--- config.mk ---
export PLATFORM = sky130hd
export DESIGN_NAME = mult_seq_controller
export DESIGN_NICKNAME = d
export VERILOG_FILES = /design/src/rtl/mult_seq_controller.sv
export SDC_FILE = /design/constraint.sdc
export NUM_CORES = 1
export LEC_CHECK = 0
export CAP_MARGIN = 20
export CORE_MARGIN = 2
export CORE_UTILIZATION = 48
export DETAILED_ROUTE_END_ITERATION = 7
export PLACE_DENSITY = 0.71
export SYNTH_ARGS = -nofsm -noshare
export SYNTH_HDL_FRONTEND = slang
export SYNTH_SLANG_ARGS = --single-unit
--- constraint.sdc ---
create_clock -name clk -period 2.6 [get_ports clk]
set_input_delay 0.52 -clock clk [delete_from_list [all_inputs] [get_ports clk]]
set_output_delay 0.52 -clock clk [all_outputs]
set_load 0.01 [all_outputs]
--- src/rtl/mult_seq_controller.sv ---
// Sequential sign-magnitude multiplier: N-cycle shift-and-add over the magnitudes, sign = X ^ Y.
// Define MULT_ZERO_SIGN_CLEAR_EN to force a zero product to carry a positive sign.
module mult_seq_controller #(
    parameter int N = 8
) (
    input  logic             clk,
    input  logic             reset,
    input  logic             start,
    input  logic             X_signal,
    input  logic [N-1:0]     X_mag,
    input  logic             Y_signal,
    input  logic [N-1:0]     Y_mag,
    output logic             busy,
    output logic             done,
    output logic             Mult_signal,
    output logic [2*N-1:0]   Mult_mag
);

    localparam int W2    = 2 * N;
    localparam int CNT_W = $clog2(N);

    typedef enum logic [1:0] {IDLE, RUN, DONE} state_e;

    state_e          state_q, state_d;
    logic [W2-1:0]   mcand_q, mcand_d;
    logic [W2-1:0]   acc_q, acc_d;
    logic [W2-1:0]   mag_q, mag_d;
    logic [N-1:0]    mplier_q, mplier_d;
    logic [CNT_W-1:0] cnt_q, cnt_d;
    logic            sign_q, sign_d;
    logic            msign_q, msign_d;
    logic [W2-1:0]   acc_sum;
    logic            last_iter;
    logic            final_sign;

    assign last_iter = (cnt_q == CNT_W'(N - 1));
    assign acc_sum   = mplier_q[0] ? (acc_q + mcand_q) : acc_q;

`ifdef MULT_ZERO_SIGN_CLEAR_EN
    assign final_sign = sign_q & (acc_sum != '0);
`else
    assign final_sign = sign_q;
`endif

    // State register
    always_ff @(posedge clk) begin
        // NOTE: non-blocking assignments so every flop samples pre-edge values.
        if (reset) begin
            state_q <= IDLE;
        end else begin
            state_q <= state_d;
        end
    end

    // Next-state logic
    always_comb begin
        // NOTE: default first so no path through the case leaves a latch.
        state_d = state_q;
        case (state_q)
            IDLE:    if (start) state_d = RUN;
            RUN:     if (last_iter) state_d = DONE;
            DONE:    state_d = IDLE;
            default: state_d = IDLE;
        endcase
    end

    // Output logic
    always_comb begin
        busy        = (state_q != IDLE);
        done        = (state_q == DONE);
        Mult_mag    = mag_q;
        Mult_signal = msign_q;
    end

    // Datapath next values
    always_comb begin
        mcand_d  = mcand_q;
        mplier_d = mplier_q;
        acc_d    = acc_q;
        cnt_d    = cnt_q;
        sign_d   = sign_q;
        mag_d    = mag_q;
        msign_d  = msign_q;
        case (state_q)
            IDLE: begin
                if (start) begin
                    mcand_d  = W2'(X_mag);
                    mplier_d = Y_mag;
                    acc_d    = '0;
                    cnt_d    = '0;
                    sign_d   = X_signal ^ Y_signal;
                end
            end
            RUN: begin
                acc_d    = acc_sum;
                mcand_d  = mcand_q << 1;
                mplier_d = mplier_q >> 1;
                cnt_d    = cnt_q + CNT_W'(1);
                // Results are published only on the final iteration, so they hold during RUN.
                if (last_iter) begin
                    mag_d   = acc_sum;
                    msign_d = final_sign;
                end
            end
            default: ;
        endcase
    end

    always_ff @(posedge clk) begin
        if (reset) begin
            mcand_q  <= '0;
            mplier_q <= '0;
            acc_q    <= '0;
            cnt_q    <= '0;
            sign_q   <= 1'b0;
            mag_q    <= '0;
            msign_q  <= 1'b0;
        end else begin
            mcand_q  <= mcand_d;
            mplier_q <= mplier_d;
            acc_q    <= acc_d;
            cnt_q    <= cnt_d;
            sign_q   <= sign_d;
            mag_q    <= mag_d;
            msign_q  <= msign_d;
        end
    end

endmodule

* Word-level counts from Yosys, hierarchy flattened
Cells that the tools add are included.
** Storage, ports and cells
- Word-level logic and storage cells :: 35
- Output and inout bits :: 19
- Bits in registers :: 63
- Input bits :: 21
** Operators by class
- Equality and inequality tests :: 5
- Reduce and logical (&&, ||, !) cells :: 7
- Muxes and demuxes :: 12
- Add/sub/neg operators :: 2
- Bitwise logic cells :: 1
** Operators by type and width (count)
- 16-bit case mux with 2 select lines :: 2
- 16-bit two-way mux :: 3
- 16-bit adder :: 1
- 8-bit case mux with 2 select lines :: 1
- 8-bit two-way mux :: 1
- 2-bit AND reduction :: 4
- 3-bit case mux with 2 select lines :: 1
- 2-bit two-way mux :: 2
- 2-bit inequality test, second input constant :: 2
- 2-bit case mux with 2 select lines :: 1
- 2-bit nonzero test :: 2
- 3-bit by 1-bit adder with 3-bit output, second input constant :: 1
- 3-bit == test, second input constant :: 1
- 3-bit two-way mux :: 1
- 2-bit by 1-bit == test with 1-bit output, second input constant :: 1
- 2-bit == test, second input constant :: 1
- 2-bit logical NOT :: 1
- 1-bit XOR :: 1

* Depth between registers and ports, before layout
Gate-level depths: netlist (run 1).
- Word-level depth :: 3
- Mapped depth :: 9
- Mapped depth without buffers :: 9

* Worst setup path before layout (run 1)
Ideal clock, no wire load.
- Kind :: flip-flop to flip-flop
- Start :: register mcand_q[0]
- End :: register mag_q[12] (netlist: Mult_mag[12])
- Slack :: 396 ps
- Path buffers :: 0
- Data required time :: 2514 ps
- Setup time :: 86 ps
- Clock period less this slack :: 2204 ps
- Data arrival time :: 2119 ps
- Stages on the path, launching flop included :: 10
- Path through :: dfxtp_1 ha_1 fa_1 a21o_1 a221oi_2 a211o_1 nand2_1 xor2_1 mux2i_1 a211oi_1
** On the way
- Cells in the longest elaborated chain, start to end :: 2
** RTL lines
- start, declared :: line 25 : logic [W2-1:0] mcand_q, mcand_d;
- start signal, assigned :: line 119 : mcand_q <= mcand_d;
- 16-bit adder :: line 37 : assign acc_sum = mplier_q[0] ? (acc_q + mcand_q) : acc_q;
- 16-bit two-way mux :: line 37
- end signal, assigned :: line 124 : mag_q <= mag_d;
- end, declared :: line 27 : logic [W2-1:0] mag_q, mag_d;
No other way between the ends.
A chain may end at the register's enable or synchronous reset.

* Final worst setup path (run 1)
Ends and elaborated chain as after synthesis.

==> reports/metrics.csv, run 1 <==
stage,metric,value,unit
timing,rsz0062_at_grt,no,
clock_tree,insertion_delay,340,ps
place,place_congestion,0.869,
pwr,vdd_drop_max,0.260,mV
global_route,overflow,0,
setup_path,worstPathCellList,ha_1 -> fa_1 -> a21o_1 -> a221oi_4 -> a211o_1 -> nand2_1 -> xor2_2 -> mux2i_1 -> a211oi_1,
clock_tree,cts_setup_buffers,0,
setup_path,endpoint,Mult_mag[12],
timing,finalClockSkew,11.8,ps
floorplanning,die_h,85.9,um
timing,setup_viol,0,
clock_tree,cts_tree,done,
floorplanning,rows,29,
floorplanning,coreArea,0.00642,mm2
clock_tree,cts_buffer_depth,2,
setup_path,critPathLaunchType,flip-flop,
synth,ys_types,44,
clock_tree,cts_made_buffers,9,
place,post-place-ws,117,ps
setup_path,worst-setup-path-type,flip-flop to flip-flop,
run_status,status,finished with violations,
floorplanning,pin_count,40,
place,io_buffers,39,
synth,synth_nets,436,
layout,drive_above_1_share,0.0824,
detailed_routing,drc,3,
layout,multi_input_area,0.00186,mm2
setup_path,slowest_delay,420,ps
global_route,grt_pass1_vias,2782,
layout,antenna_cells,0,
global_route,grt_max_degree,53,
layout,layout.nets,472,
pwr,p_per_area,543,mW/mm2
synth,synth_edf_count,0,
synth,synth_top_family_by_area,simple AND/OR/NAND/NOR gates,
layout,utilization,0.608,
setup_path,end_kind,flip-flop,
setup_path,crit_start,mcand_q[0],
synth,synthAdderAreaFrac,0.0723,
layout,fillers,568,
timing,post-route-period-util,0.944,
synth,yosys.area_share.simple,0.217,
setup_path,rrSetupSlack,150,ps
layout,area_delta_synth_final,21.2,%
clock_tree,clkTransAtPathRegs,70,ps
timing,min_period,2450,ps
detailed_routing,via_per_inst,5.63,
detailed_routing,wl_per_cell,14.6,um
global_route,grt_usage,0.220,
clock_tree,cts_root_buffer,clkbuf_8,
pwr,leakage,1.54,nW
setup_path,arrival,2710,ps
synth,synthMuxAreaShare,0.0280,
synth,seq_area_frac_synth,0.392,
synth,async_flop_share,0,
run,drv_cap,0,
global_route,antenna_found_initial,0,
detailed_routing,via_count,2894,
global_route,grt_pass1_wl,12.9,mm
timing,setup-tns-final,0,ps
place,place.detailed.hpwl,5.09,mm
timing,final-max-slew-violation-count,0,
synth,synth_area_per_cell,8.11,um2
floorplanning,die_w,85.9,um
setup_path,slowest_stage,fa_1,
pwr,power.total,2.12,mW
timing,report.final.hold_viol_count,0,
timing,slew_headroom,0.542,
min_path,hold_path.class,flip-flop to flip-flop,
synth,ys.flop_type,dfxtp_1,
synth,synth-xor-area-share,0.0381,
detailed_routing,firstDrtPassIters,7,
setup_path,worstPathMaxFanout,4,
synth,syn_inst,397,
detailed_routing,drt_iter0_drc,142,
timing,finalWorstSetupSlack,147,ps
floorplanning,dieArea,0.00738,mm2
clock_tree,cts.repair.resized,0,
clock_tree,numClockSinks,63,
setup_path,critical-path-top-delay-family,compound AO/OA/AOI/OAI gates,
timing,max_freq,408,MHz
clock_tree,htreeDepth,3,
detailed_routing,routed_wl,7.49,mm
synth,synth_area,0.00322,mm2
timing,worst_pin_slew,685,ps
detailed_routing,detail-route-antenna-nets,0,
setup_path,r2r_start,mcand_q[0],
synth,synth_compound_gate_area_share,0.216,
setup_path,cp_data_required_time,2850,ps
setup_path,rr_endpoint,Mult_mag[12],
synth,yosysWarningCount,0,
run_status,violations,DRC,
min_path,hold_start,final_sign,
setup_path,path_buf_inv,0,
floorplanning,initial_core_util,0.501,
setup_path,rr_worst_depth,9,
layout,seqCellArea,0.00126,mm2
synth,ys_ff_latch,63,
clock_tree,ctsHoldBuffers,0,
setup_path,worst-path-stages,9,
==> worst min path at each step <==
stage	slack (ps)	depth (start not counted)	to
6_report	450	2	Mult_signal
5_1_grt	470	2	Mult_signal
4_1_cts	450	2	Mult_signal
3_5_place_dp	450	2	Mult_signal
3_3_place_gp	440	2	Mult_signal
2_1_floorplan	430	2	Mult_signal
==> placed cells by master (no fill, tap or decap), types with 2 or more instances in the layout <==
master	n
a211oi_1	10
a21o_1	5
a21oi_1	34
a21oi_2	2
a22oi_1	6
a311oi_1	14
a31oi_1	8
and2_1	2
and3_1	4
buf_4	11
clkbuf_8	11
clkdlybuf4s50_1	38
dfxtp_1	63
ha_1	17
inv_1	3
inv_2	2
mux2i_1	9
nand2_1	62
nand2b_1	2
nand3_1	22
nor2_1	54
nor2b_1	3
nor3_1	5
o21a_1	4
o21ai_0	5
o21ai_1	5
or3_1	2
xnor2_1	9
xor2_1	4
==> state kept, by name, summed over array words and instances (netlist names) <==
| signal | cells |
|---|---|
| acc_q | 16 |
| final_sign | 1 |
| Mult_signal | 1 |
| mplier_q | 8 |
| Mult_mag | 16 |
| cnt_q | 3 |
| state_q | 2 |
| mcand_q | 16 |
==> through the flow <==
stage / instance area, um2 / instances / hold WS (ps)
6_report: 3900 / 514 / 447
5_1_grt: 3900 / 514 / 469
4_1_cts: 3880 / 514 / 453
3_5_place_dp: 3690 / 499 / 446
3_3_place_gp: 3690 / 499 / 443
2_1_floorplan: 3220 / 397 / 432
==> worst min-delay path, cell delays in order, from the launching register on <==
cell and delay (ps):
dfxtp_1 310, nand2_1 50, a21oi_1 50
==> Yosys cell counts (2+ instances only) <==
cell type,n,area [um2]
a211oi_1,10,75.1
and3_1,4,25.0
nor2_1,54,203
a21oi_1,34,170
buf_2,2,10.0
nor3_1,5,25.0
ha_1,17,213
a31oi_1,8,50.1
inv_2,2,7.51
a22oi_1,6,45.0
a21oi_2,2,17.5
inv_1,3,11.3
mux2i_1,9,90.1
dfxtp_1,63,1260
nand3_1,22,110
xnor2_1,9,78.8
nand2_1,62,233
nor2b_1,3,18.8
or3_1,2,12.5
a311oi_1,14,123
buf_1,2,7.51
o21ai_0,5,25.0
xor2_1,5,43.8
a21o_1,5,37.5
clkbuf_1,20,75.1
and2_1,2,12.5
o21ai_1,5,25.0
nand2b_1,3,18.8
o21a_1,4,30.0
==> cell type report <==
cell class                 instances  area share
clock buffer                      12      0.0398
clock inverter                     3      0.0109
inverter                           5     0.00481
multi-input combinational        304       0.477
sequential                        63       0.323
tap                               77      0.0247
timing repair buffer              50       0.120
==> layer usage <==
| layer | up-vias | share of wire | track usage |
|---|---|---|---|
| li1 | 1480 | - | - |
| met1 | 1332 | 0.49 | 0.292 |
| met2 | 68 | 0.45 | 0.352 |
| met3 | 14 | 0.046 | 0.0308 |
| met4 | 0 | 0.021 | 0.110 |
| met5 | - | 0 | 0 |
==> cells by family (layout without fill, tap and decap cells) <==
| family | Yosys count | count (layout) |
|---|---|---|
| AO/OA/AOI/OAI | 102 | 102 |
| XOR/XNOR | 14 | 14 |
| adder cells (fa/ha/maj) | 18 | 18 |
| buffers and inverters | 30 | 70 |
| flip-flops | 63 | 63 |
| multiplexers | 9 | 9 |
| AND/OR/NAND/NOR | 161 | 161 |
==> report_power, final <==
part	internal, mW	switching (mW)
clock network	0.488	0.368
logic	0.0986	0.147
registers	0.995	0.0223
total	1.58	0.538
Power figures use the tool's default switching activity.
==> run 2: changes to the inputs <==
- CAP_MARGIN: 20 -> not set
- CTS_CLUSTER_SIZE: not set -> 8
- GPL_ROUTABILITY_DRIVEN: not set -> 0
==> results of run 2 <==
Final layout, timing and power as in run 1 (identical DEF).
==> run 3: changes to the inputs <==
- CORE_MARGIN: 2 -> not set
==> run 3 against run 2 <==
Net effect:
- the run now ends clean
- total power rose by 10%
- routed wire length rose by 1.3%
- hold slack improved by 8.8 ps
- sequential power barely moved
- clock skew fell by 4.9 ps
- critical path depth did not move
- utilization rose by 0.60 points
- critical path type unchanged
- highest routed layer unchanged
==> reports/metrics.csv, run 3 (synthesized netlist as in run 1, its figures left out) <==
stage,metric,value,unit,change
run_status,status,finished clean,,
setup_path,worst-setup-path-type,flip-flop to flip-flop,,
global_route,grt_usage,0.232,,+0.0118
run,drv_cap,0,,unchanged
clock_tree,ctsHoldBuffers,0,,unchanged
clock_tree,cts.repair.resized,0,,unchanged
layout,layout_common_cells,"63 x dfxtp_1, 62 x nand2_1, 54 x nor2_1",,
timing,post-route-period-util,0.925,,-0.0182
pwr,p_switching,0.576,mW,+7.1%
setup_path,critPathLaunchType,flip-flop,,
clock_tree,clkTransAtPathRegs,70,ps,about the same
timing,slew_headroom,0.629,,+0.0870
min_path,hold_depth,2,,unchanged
timing,setup-tns-final,0,ps,unchanged
floorplanning,dieArea,0.00704,mm2,-4.6%
setup_path,end_kind,flip-flop,,
timing,final-max-slew-violation-count,0,,unchanged
timing,rsz0062_at_grt,no,,
timing,min_period,2410,ps,-47.4 ps
global_route,grt_max_degree,54,,+1.9%
global_route,use_met2,0.351,,-0.000687
clock_tree,cts_made_buffers,9,,unchanged
floorplanning,die_h,83.9,um,-2.3%
place,place.detailed.hpwl,4.90,mm,-3.9%
global_route,grt_pass1_vias,2617,,-5.9%
layout,fillers,568,,unchanged
detailed_routing,routed_wl,7.59,mm,+1.3%
clock_tree,numClockSinks,63,,unchanged
pwr,seqPwrFrac,0.436,,-0.044
layout,drive_above_1_share,0.0780,,-0.00440
global_route,use_met3,0.0613,,+0.0305
layout,antenna_cells,0,,unchanged
clock_tree,htreeDepth,3,,unchanged
global_route,grt_pass1_wl,12.8,mm,-1.1%
pwr,p_int,1.76,mW,+11%
detailed_routing,firstDrtPassIters,5,,-2
place,post-place-ws,183,ps,+65.8 ps
setup_path,rr_worst_depth,9,,unchanged
timing,finalWorstSetupSlack,194,ps,+47.4 ps
floorplanning,initial_core_util,0.501,,unchanged
global_route,overflow,0,,unchanged
floorplanning,coreArea,0.00642,mm2,unchanged
pwr,p_per_area,592,mW/mm2,+9.0%
pwr,leakage,1.55,nW,+0.89%
setup_path,cp_data_required_time,2870,ps,+20 ps
detailed_routing,drt_iter0_drc,117,,-18%
timing,finalClockSkew,6.88,ps,-4.92 ps
setup_path,worstPathMaxFanout,4,,unchanged
min_path,hold_end,Mult_signal,,
floorplanning,die_w,83.9,um,-2.3%
pwr,vdd_drop_max,0.366,mV,+41%
detailed_routing,drc,0,,-3
layout,final_common_cell,dfxtp_1,,
floorplanning,pin_count,40,,unchanged
detailed_routing,via_count,2874,,-0.69%
global_route,antenna_found_initial,0,,unchanged
setup_path,rrSetupSlack,190,ps,+50 ps
clock_tree,insertion_delay,350,ps,about the same
timing,setup_viol,0,,unchanged
global_route,top_usage_layer,met2,,
layout,area_delta_synth_final,22.4,%,
place,io_buffers,39,,unchanged
pwr,power.total,2.33,mW,+10%
min_path,hold_path.class,flip-flop to flip-flop,,
timing,report.final.hold_viol_count,0,,unchanged
timing,worst_pin_slew,556,ps,-129 ps
setup_path,arrival,2670,ps,-40 ps
layout,layout.nets,470,,-0.42%
pwr,pwr-share-comb,0.107,,-0.009
min_path,hold_start,final_sign,,
pwr,pwr-share-clk,0.457,,+0.053
clock_tree,cts_setup_buffers,0,,unchanged
detailed_routing,via_per_inst,5.60,,-0.50%
detailed_routing,detail-route-antenna-nets,0,,unchanged
timing,max_freq,416,MHz,+2.0%
clock_tree,cts_tree,done,,
clock_tree,cts_buffer_depth,2,,unchanged
setup_path,rr_endpoint,Mult_mag[12],,
detailed_routing,wl_per_cell,14.8,um,+1.5%
global_route,met1_usage,0.309,,+0.0174
floorplanning,rows,29,,unchanged
clock_tree,cts_root_buffer,clkbuf_8,,
pwr,p_sw_frac,0.247,,-0.00680
setup_path,r2r_start,mcand_q[0],,
==> run 3: cell count changes in the layout (fill, tap and decap cells not counted), sizes merged <==
cell	previous run	this run
bufinv	1	3
clkinvlp	1	2
buf	12	10
clkbuf	12	11
clkinv	1	0
==> run 3: stage by stage <==
| step | instances | utilization | hold slack (ps) | area [um2] |
|---|---|---|---|---|
| after floorplan | 397 | - | 432 | 3220 |
| after global placement | 497 | 0.574 | 442 | 3680 |
| after detailed placement | 497 | 0.574 | 445 | 3680 |
| after CTS | 513 | 0.612 | 456 | 3930 |
| after global routing | 513 | 0.614 | 482 | 3940 |
| final | 513 | 0.614 | 455 | 3940 |
==> run 3: power groups by stage <==
stage,Combinational (mW),Clock (mW),Sequential (mW)
2_1_floorplan,0.164,0,1.03
3_3_place_gp,0.241,0,1.04
3_5_place_dp,0.245,0,1.04
4_1_cts,0.248,1.08,1.02
5_1_grt,0.273,1.12,1.02
6_report,0.249,1.07,1.02
==> run 3: worst max-delay path by stage <==
stage | cells after the start | slack (ps) | from | to
2_1_floorplan | 9 | 400 | mcand_q[0] | Mult_mag[12]
3_3_place_gp | 9 | 200 | mcand_q[0] | Mult_mag[12]
3_5_place_dp | 9 | 180 | mcand_q[0] | Mult_mag[12]
4_1_cts | 9 | 120 | mcand_q[0] | Mult_mag[12]
5_1_grt | 9 | 30 | mcand_q[0] | Mult_mag[12]
6_report | 9 | 190 | mcand_q[0] | Mult_mag[12]
==> run 3: metal layers <==
metal,up-vias,wire length [um]
met2,88,3390
met3,11,511
li1,1474,-
met5,-,0
met1,1301,3560
met4,0,129
==> run 3: cell type report <==
type	count	area [um2]	share of cell area
flip-flops and latches	63	1260	0.320
clock inverters	5	105	0.0267
repair buffers	48	465	0.118
inverters	5	18.8	0.00476
clock buffers	11	141	0.0359
well taps	77	96.3	0.0244
multi-input cells	304	1850	0.470
==> run 3: critical path, cell delays in order, from the launching register on <==
cell and delay (ps):
dfxtp_1 330, ha_1 220, fa_1 410, a21o_1 220, a221oi_4 340, a211o_1 220
nand2_1 70, xor2_1 180, mux2i_1 100, a211oi_1 220
